### src/rtl/instr_fetch_unit.sv
// Instruction fetch unit: owns PC and IR and fetches from instruction memory
// over a req/ack handshake, with a sticky timeout fault.
module instr_fetch_unit #(
    parameter int PC_W    = 8,
    parameter int INSTR_W = 16,
    parameter int TIMEOUT = 16
) (
    input  logic               clk,
    input  logic               rst,
    input  logic               loadIR,
    input  logic               loadPC,
    input  logic               incPC,
    input  logic               selA,
    output logic               imem_req,
    output logic [PC_W-1:0]    imem_addr,
    input  logic [INSTR_W-1:0] imem_rdata,
    input  logic               imem_ack,
    output logic [3:0]         opcode,
    output logic [INSTR_W-1:0] ir,
    output logic [PC_W-1:0]    pc,
    output logic               busy,
    output logic               ir_valid,
    output logic               fault
);
    localparam int CNT_W = (TIMEOUT > 2) ? $clog2(TIMEOUT) : 1;
    localparam logic [CNT_W-1:0] CNT_LAST = CNT_W'(TIMEOUT - 1);

    typedef enum logic [1:0] {S_IDLE, S_FETCH, S_HOLD} state_t;

    state_t             r_state, w_next;
    logic [CNT_W-1:0]   r_cnt;
    logic [PC_W-1:0]    r_pc, r_addr;
    logic [INSTR_W-1:0] r_ir;
    logic               r_req, r_busy, r_valid, r_fault;
    logic               w_start, w_done, w_tmo;

    always_ff @(posedge clk or posedge rst) begin
        if (rst) r_state <= S_IDLE;
        else     r_state <= w_next;
    end

    always_comb begin
        w_next  = r_state;
        w_start = 1'b0;
        w_done  = 1'b0;
        w_tmo   = 1'b0;
        case (r_state)
            S_IDLE, S_HOLD: begin
                if (loadIR) begin
                    w_next  = S_FETCH;
                    w_start = 1'b1;
                end
            end
            S_FETCH: begin
                // ack on the last allowed cycle still completes the fetch
                if (imem_ack) begin
                    w_next = S_HOLD;
                    w_done = 1'b1;
                end else if (r_cnt == CNT_LAST) begin
                    w_next = S_IDLE;
                    w_tmo  = 1'b1;
                end
            end
            default: w_next = S_IDLE;
        endcase
    end

    always_ff @(posedge clk or posedge rst) begin
        if (rst) begin
            r_req   <= 1'b0;
            r_addr  <= '0;
            r_busy  <= 1'b0;
            r_valid <= 1'b0;
            r_fault <= 1'b0;
            r_cnt   <= '0;
            r_ir    <= '0;
        end else if (w_start) begin
            r_req   <= 1'b1;
            r_addr  <= r_pc;
            r_busy  <= 1'b1;
            r_valid <= 1'b0;
            r_cnt   <= '0;
        end else if (w_done) begin
            r_ir    <= imem_rdata;
            r_valid <= 1'b1;
            r_req   <= 1'b0;
            r_busy  <= 1'b0;
        end else if (w_tmo) begin
            r_fault <= 1'b1;
            r_req   <= 1'b0;
            r_busy  <= 1'b0;
        end else if (r_state == S_FETCH) begin
            r_cnt   <= r_cnt + 1'b1;
        end
    end

    // PC moves only outside FETCH; a fetch launched this cycle uses the old PC
    always_ff @(posedge clk or posedge rst) begin
        if (rst) begin
            r_pc <= '0;
        end else if (r_state != S_FETCH) begin
            if (loadPC && selA) r_pc <= r_ir[PC_W-1:0];
            else if (incPC)     r_pc <= r_pc + 1'b1;
        end
    end

    assign imem_req  = r_req;
    assign imem_addr = r_addr;
    assign ir        = r_ir;
    assign opcode    = r_ir[INSTR_W-1 -: 4];
    assign pc        = r_pc;
    assign busy      = r_busy;
    assign ir_valid  = r_valid;
    assign fault     = r_fault;
endmodule

### config.mk
export PLATFORM = sky130hd
export DESIGN_NAME = instr_fetch_unit
export DESIGN_NICKNAME = d
export VERILOG_FILES = /design/src/rtl/instr_fetch_unit.sv
export SDC_FILE = /design/constraint.sdc
export NUM_CORES = 1
export LEC_CHECK = 0
export CAP_MARGIN = 10
export CORE_UTILIZATION = 48
export DETAILED_ROUTE_END_ITERATION = 10
export PLACE_DENSITY = 0.85
export SLEW_MARGIN = 20
export SYNTH_ARGS = -nofsm -noshare
export SYNTH_HDL_FRONTEND = slang
export SYNTH_SLANG_ARGS = --single-unit
### constraint.sdc
create_clock -name clk -period 2.64 [get_ports clk]
set_input_delay 0.528 -clock clk [delete_from_list [all_inputs] [get_ports clk]]
set_output_delay 0.528 -clock clk [all_outputs]
set_load 0.02 [all_outputs]
==> results.cfg, run 1 <==
[cells_and_area]
stdcell_count = 280
drive_above_1_share = 0.124
nFillCells = 263
insertedDiodeCount = 0
layout.nets = 258
areaGrowthSynthToFinish_pct = 43.0

[place]
dp_hpwl_um = 2670
port_buffers = 62
dp_cells = 272
gp_congestion = 0.822
pre_cts_ws_ps = 443

[setup_path]
cp.arrival_ps = 1450
worstSetupEndpointType = output pin
critical_path.top_delay_family = buffers and inverters
critPathSlowestCell = clkdlybuf4s50_1
cpPeakStageDelay_ps = 650
required_ps = 2110
crit_chain = clkdlybuf4s50_1
start_kind = flip-flop
crit_buf_inv = 1
crit_type = reg2out
crit_path_max_fanout = 7

[clock_tree]
clkSinkCount = 41
ctsHoldBuffers = 0
cts.clk_slew.worst_paths_ps = 80
postCtsSetupRepairBufs = 0
insertion_delay_ps = 300
htreeDepth = 2
cts_tree = built
cts_root_buf = clkbuf_8
cts_buffers = 5
ctsResizeCount = 0
cts_buffer_depth = 2

[detailed_routing]
drt_drc_violations_left = 0
first_pass_iters = 4
drt_iter0_markers = 57
wire_per_inst_um = 14.3
routed_wl_um = 4010
drtAntennaViolNets = 0
viasPerCell = 5.28
via_count = 1478

[yosys]
ys_warn_count = 0
synth_cells = 172
synth.top_cell.area_share = 0.570
synth_area_um2 = 1800
avgSynthCellArea_um2 = 10.5
syn_nets = 197
post-synth-top-area-cell = dfrtp_1
synth_cell_types = 31
ys_ff_latch = 41
ys_seq_area_frac = 0.570
yosys-top-cells-area = dfrtp_1 (57%), mux2_2 (10%), nand2_1 (8.1%)

[global_route]
antenna_found_initial = 0
grt_pass1_wl_um = 6780
grt_max_degree = 42
overflow = 0
grt_pass1_vias = 1499
groute.usage.overall = 0.224

[sta]
fin_setup_tns_ps = 0
worst_slack_ps = 666
period_share = 0.748
final_hold_viol_count = 0
setup_violations = 0
rsz0062_at_grt = false
tightestPinTransition_ps = 507
slew_viol_final = 0
max_freq_mhz = 507
finClkSkew_ps = 4.64
fin_crit_ps = 1970
max_slew_margin = 0.662

[floorplan]
core_area_um2 = 3470
initial_core_util = 0.519
ios = 63
rows = 21
die-area_um2 = 4000
die_h_um = 63.2
fp.dieW_um = 63.2

[worst_hold_path]
hold_class = reg2reg

[pwr]
p_leak_nw = 1.15
ir_worst_vdd_uv = 751
power_density_nw_per_um2 = 1230

[run_status]
status = complete, no violations

[run]
drv_cap = 0
-- registers in the layout (all words and copies together) (netlist names) --
signal / cells
busy: 1
fault: 1
imem_addr: 8
ir: 16
ir_valid: 1
pc: 8
r_cnt: 4
r_state: 2
-- stage by stage --
stage | util | cell area (um^2) | power (mW) | hold slack (ps)
after floorplan | - | 1800 | 1.89 | 451
after detailed placement | 0.704 | 2440 | 2.56 | 451
after CTS | 0.742 | 2570 | 3.18 | 470
after global routing | 0.742 | 2570 | 3.33 | 487
final | 0.742 | 2570 | 3.16 | 462
after global placement | 0.704 | 2440 | 2.53 | 447
-- synthesized netlist by cell type, drive strengths merged --
master / n
nor2: 10
a31oi: 1
or4b: 1
o21a: 1
buf: 8
mux2i: 1
and2: 1
ha: 2
xor2: 1
a2bb2oi: 3
nor3: 4
nand4: 1
nand2: 39
and3: 2
o21ai: 7
clkbuf: 4
o22ai: 5
o211ai: 1
inv: 2
a21oi: 6
mux2: 16
nor2b: 1
nand3b: 1
o31ai: 1
dfrtp: 41
nand2b: 2
or3: 2
nand3: 6
a211o: 1
a21o: 1
-- where the power goes --
part	switching [mW]	total (mW)	internal [mW]	leakage (nW)
registers	0.242	1.13	0.888	0.495
logic	0.699	1.43	0.730	0.591
clock network	0.221	0.597	0.375	0.0681
total	1.16	3.16	1.99	1.15
-- final timing paths --
check	startpoint	endpoint	slack (ps)	cells after the start
worst max-delay path	pc[0]$_DFFE_PP0P_	pc[0]	670	1
worst min-delay path	fault$_DFFE_PP0P_	fault$_DFFE_PP0P_	460	1
worst max register to register	r_cnt[0]$_DFFE_PP0P_	r_cnt[3]$_DFFE_PP0P_	780	5
worst min register to register	fault$_DFFE_PP0P_	fault$_DFFE_PP0P_	460	1
max in group asynchronous	rst	pc[1]$_DFFE_PP0P_	1630	3
min in group asynchronous	rst	ir[13]$_DFFE_PP0P_	670	3
-- layer usage --
metal  global-route usage  vias to the layer above  part of all wire
met5                    0                        -                 0
met4               0.0938                        0             0.018
met3               0.0725                       10             0.074
met2                0.370                       60              0.48
met1                0.267                      698              0.42
li1                     -                      710                 -
-- cells by family after synthesis --
kind of cell | Yosys count | synth area share
AND/OR/NAND/NOR | 70 | 0.171
buffers and inverters | 14 | 0.0417
AO/OA/AOI/OAI | 27 | 0.0931
multiplexers | 17 | 0.106
XOR/XNOR | 1 | 0.00487
flip-flops | 41 | 0.570
adder cells (fa/ha/maj) | 2 | 0.0139
-- cells in the final DEF, fill, tap and decap left out, drive strengths merged, types with 3 or more instances in the layout --
cell type      count
nand3              6
mux2              16
nor3               4
a21oi              6
o21ai              7
nor2              10
o22ai              5
clkbuf             5
nand2             39
clkdlybuf4s50     62
a2bb2oi            3
buf                4
dfrtp             41
-- layout make-up --
| cell class | count | area, um^2 | share of cell area |
|---|---|---|---|
| inverter | 2 | 7.51 | 0.00292 |
| clock buffer | 5 | 68.8 | 0.0267 |
| tap | 46 | 57.6 | 0.0224 |
| sequential | 41 | 1030 | 0.398 |
| multi-input combinational | 117 | 699 | 0.272 |
| clock inverter | 3 | 65.1 | 0.0253 |
| timing repair buffer | 66 | 651 | 0.253 |
Power figures use the tool's default switching activity.
==> run 2: changes to the inputs <==
--- a/config.mk
+++ b/config.mk
@@ -6,9 +6,9 @@
 export NUM_CORES = 1
 export LEC_CHECK = 0
 export CAP_MARGIN = 10
-export CORE_UTILIZATION = 48
+export CORE_UTILIZATION = 44
 export DETAILED_ROUTE_END_ITERATION = 10
-export PLACE_DENSITY = 0.85
+export PLACE_DENSITY = 0.79
 export SLEW_MARGIN = 20
 export SYNTH_ARGS = -nofsm -noshare
 export SYNTH_HDL_FRONTEND = slang
==> constraint.sdc (replaced) <==
create_clock -name clk -period 2 [get_ports clk]
set_input_delay 0.4 -clock clk [delete_from_list [all_inputs] [get_ports clk]]
set_output_delay 0.4 -clock clk [all_outputs]
set_load 0.02 [all_outputs]
==> run 2 against run 1 <==
  * Cell area up 0.24%
  * Die area is 8.8% higher
  * Setup slack worse by 480 ps
  * Hold slack better by 7.2 ps
  * Global-route usage shrank 3.0 points
  * Sequential share of layout area down 0.097 points
  * Critical path depth increased by 1
  * Sequential power is 30% higher
  * Via count down 0.20%
  * Final cell count increased by 2.9%
  * Routed wire length down 6.6%
==> results.cfg, run 2 (same netlist as run 1, synthesis figures left out) <==
[run_status]
status = complete, no violations

[cells_and_area]
fin_util = 0.680
areaGrowthSynthToFinish_pct = 43.4
final_area_um2 = 2580
layout.nets = 264
most-common-layout-cells = clkdlybuf4s50_1 (62), dfrtp_1 (41), nand2_1 (39)
largest_reg_flops = 16
final_common_cell = clkdlybuf4s50_1
drive_above_1_share = 0.133
insertedDiodeCount = 0
stdcell_count = 288

[setup_path]
crit_buf_inv = 2
r2r_cells = 5
critical_path.top_delay_family = buffers and inverters
crit_path_max_fanout = 6
start_kind = flip-flop
crit_type = reg2out
required_ps = 1600
cp.arrival_ps = 1410
rrSetupSlack_ps = 290
worstSetupEndpointType = output pin
cpPeakStageDelay_ps = 610
worst-path-stages = 2
crit_chain = buf_4 -> clkdlybuf4s50_1
critPathSlowestCell = clkdlybuf4s50_1

[detailed_routing]
drtAntennaViolNets = 0
viasPerCell = 5.12
wire_per_inst_um = 13.0
wl_met2_um = 1780
met1_length_um = 1740
top_layer_used = met4
via_count = 1475
routed_wl_um = 3750
drt_iter0_markers = 95
drt_drc_violations_left = 0
first_pass_iters = 4
met3WireLength_um = 156

[floorplan]
rows = 22
fp.dieW_um = 66.0
die_h_um = 66.0
ios = 63
core_area_um2 = 3800
die-area_um2 = 4350
initial_core_util = 0.474

[sta]
slew_viol_final = 0
tightestPinTransition_ps = 531
fin_crit_ps = 1810
period_share = 0.907
rsz0062_at_grt = false
max_freq_mhz = 552
final_hold_viol_count = 0
max_slew_margin = 0.642
finClkSkew_ps = 3.97
setup_violations = 0
fin_setup_tns_ps = 0

[clock_tree]
postCtsSetupRepairBufs = 0
cts_buffers = 5
ctsResizeCount = 0
cts_buffer_depth = 2
insertion_delay_ps = 280
cts.clk_slew.worst_paths_ps = 70
cts_root_buf = clkbuf_8
clkSinkCount = 41
cts_tree = built
htreeDepth = 2
ctsHoldBuffers = 0

[worst_hold_path]
worstHoldPathCells = 1
hold_class = reg2reg

[global_route]
grt_max_degree = 42
groute.usage.overall = 0.193
overflow = 0
grt_pass1_vias = 1455
antenna_found_initial = 0
grt_pass1_wl_um = 6330

[place]
dp_hpwl_um = 2810
dp_cells = 280
port_buffers = 62
place_area_um2 = 2500
gp_congestion = 0.864

[pwr]
power_density_nw_per_um2 = 1510
ir_worst_vdd_uv = 780
p_leak_nw = 1.16

[run]
drv_cap = 0
-- run 2: changes by cell type in the layout (fill, tap and decap cells not counted), sizes merged --
cell / change
clkinv: -1
bufinv: -2
buf: +6
clkbuf: +3
-- run 2: final timing paths --
kind,to,from
worst max-delay path,pc[0],pc[0]$_DFFE_PP0P_
worst min-delay path,fault$_DFFE_PP0P_,fault$_DFFE_PP0P_
worst max register to register,r_cnt[3]$_DFFE_PP0P_,r_cnt[0]$_DFFE_PP0P_
worst min register to register,fault$_DFFE_PP0P_,fault$_DFFE_PP0P_
max in group asynchronous,imem_addr[4]$_DFFE_PP0N_,rst
min in group asynchronous,ir[6]$_DFFE_PP0P_,rst
-- run 2: layout make-up --
class / count / area (um^2)
fillers: 323 / 1220
flip-flops and latches: 41 / 1030
repair buffers: 72 / 708
multi-input cells: 117 / 699
clock buffers: 8 / 80.1
well taps: 48 / 60.1
inverters: 2 / 7.51
-- run 2: worst register-to-register path, stage by stage, from the launching register on --
cell     delay (ps)
dfrtp_1         410
ha_1            210
and3_1          200
or3_1           320
or3_1           350
a21oi_1         140
-- run 2: through the flow --
step | power (mW) | hold slack [ps] | setup WS, ps
after floorplan | 2.49 | 451 | 227
after global placement | 3.38 | 454 | 49.6
after detailed placement | 3.43 | 462 | 15.0
after CTS | 3.94 | 476 | 187
after global routing | 4.15 | 481 | 135
final | 3.91 | 469 | 187
-- run 2: report_power, final --
part / internal (mW) / total, mW / switching, mW
Clock: 0.248 / 0.498 / 0.250
Combinational: 1.00 / 1.94 / 0.943
Sequential: 1.17 / 1.47 / 0.292
-- run 2: per-layer routing --
layer  global-route usage  vias up
met5                    0        -
met4               0.0957        0
met3               0.0362        7
met2                0.318       45
met1                0.243      705
li1                     -      718
==> run 3: changes to the inputs <==
--- a/config.mk
+++ b/config.mk
@@ -8,6 +8,7 @@
 export CAP_MARGIN = 10
 export CORE_UTILIZATION = 44
 export DETAILED_ROUTE_END_ITERATION = 10
+export GPL_ROUTABILITY_DRIVEN = 0
 export PLACE_DENSITY = 0.79
 export SLEW_MARGIN = 20
 export SYNTH_ARGS = -nofsm -noshare
==> results of run 3 <==
No change in the layout: final DEF, timing and power equal those of run 2.
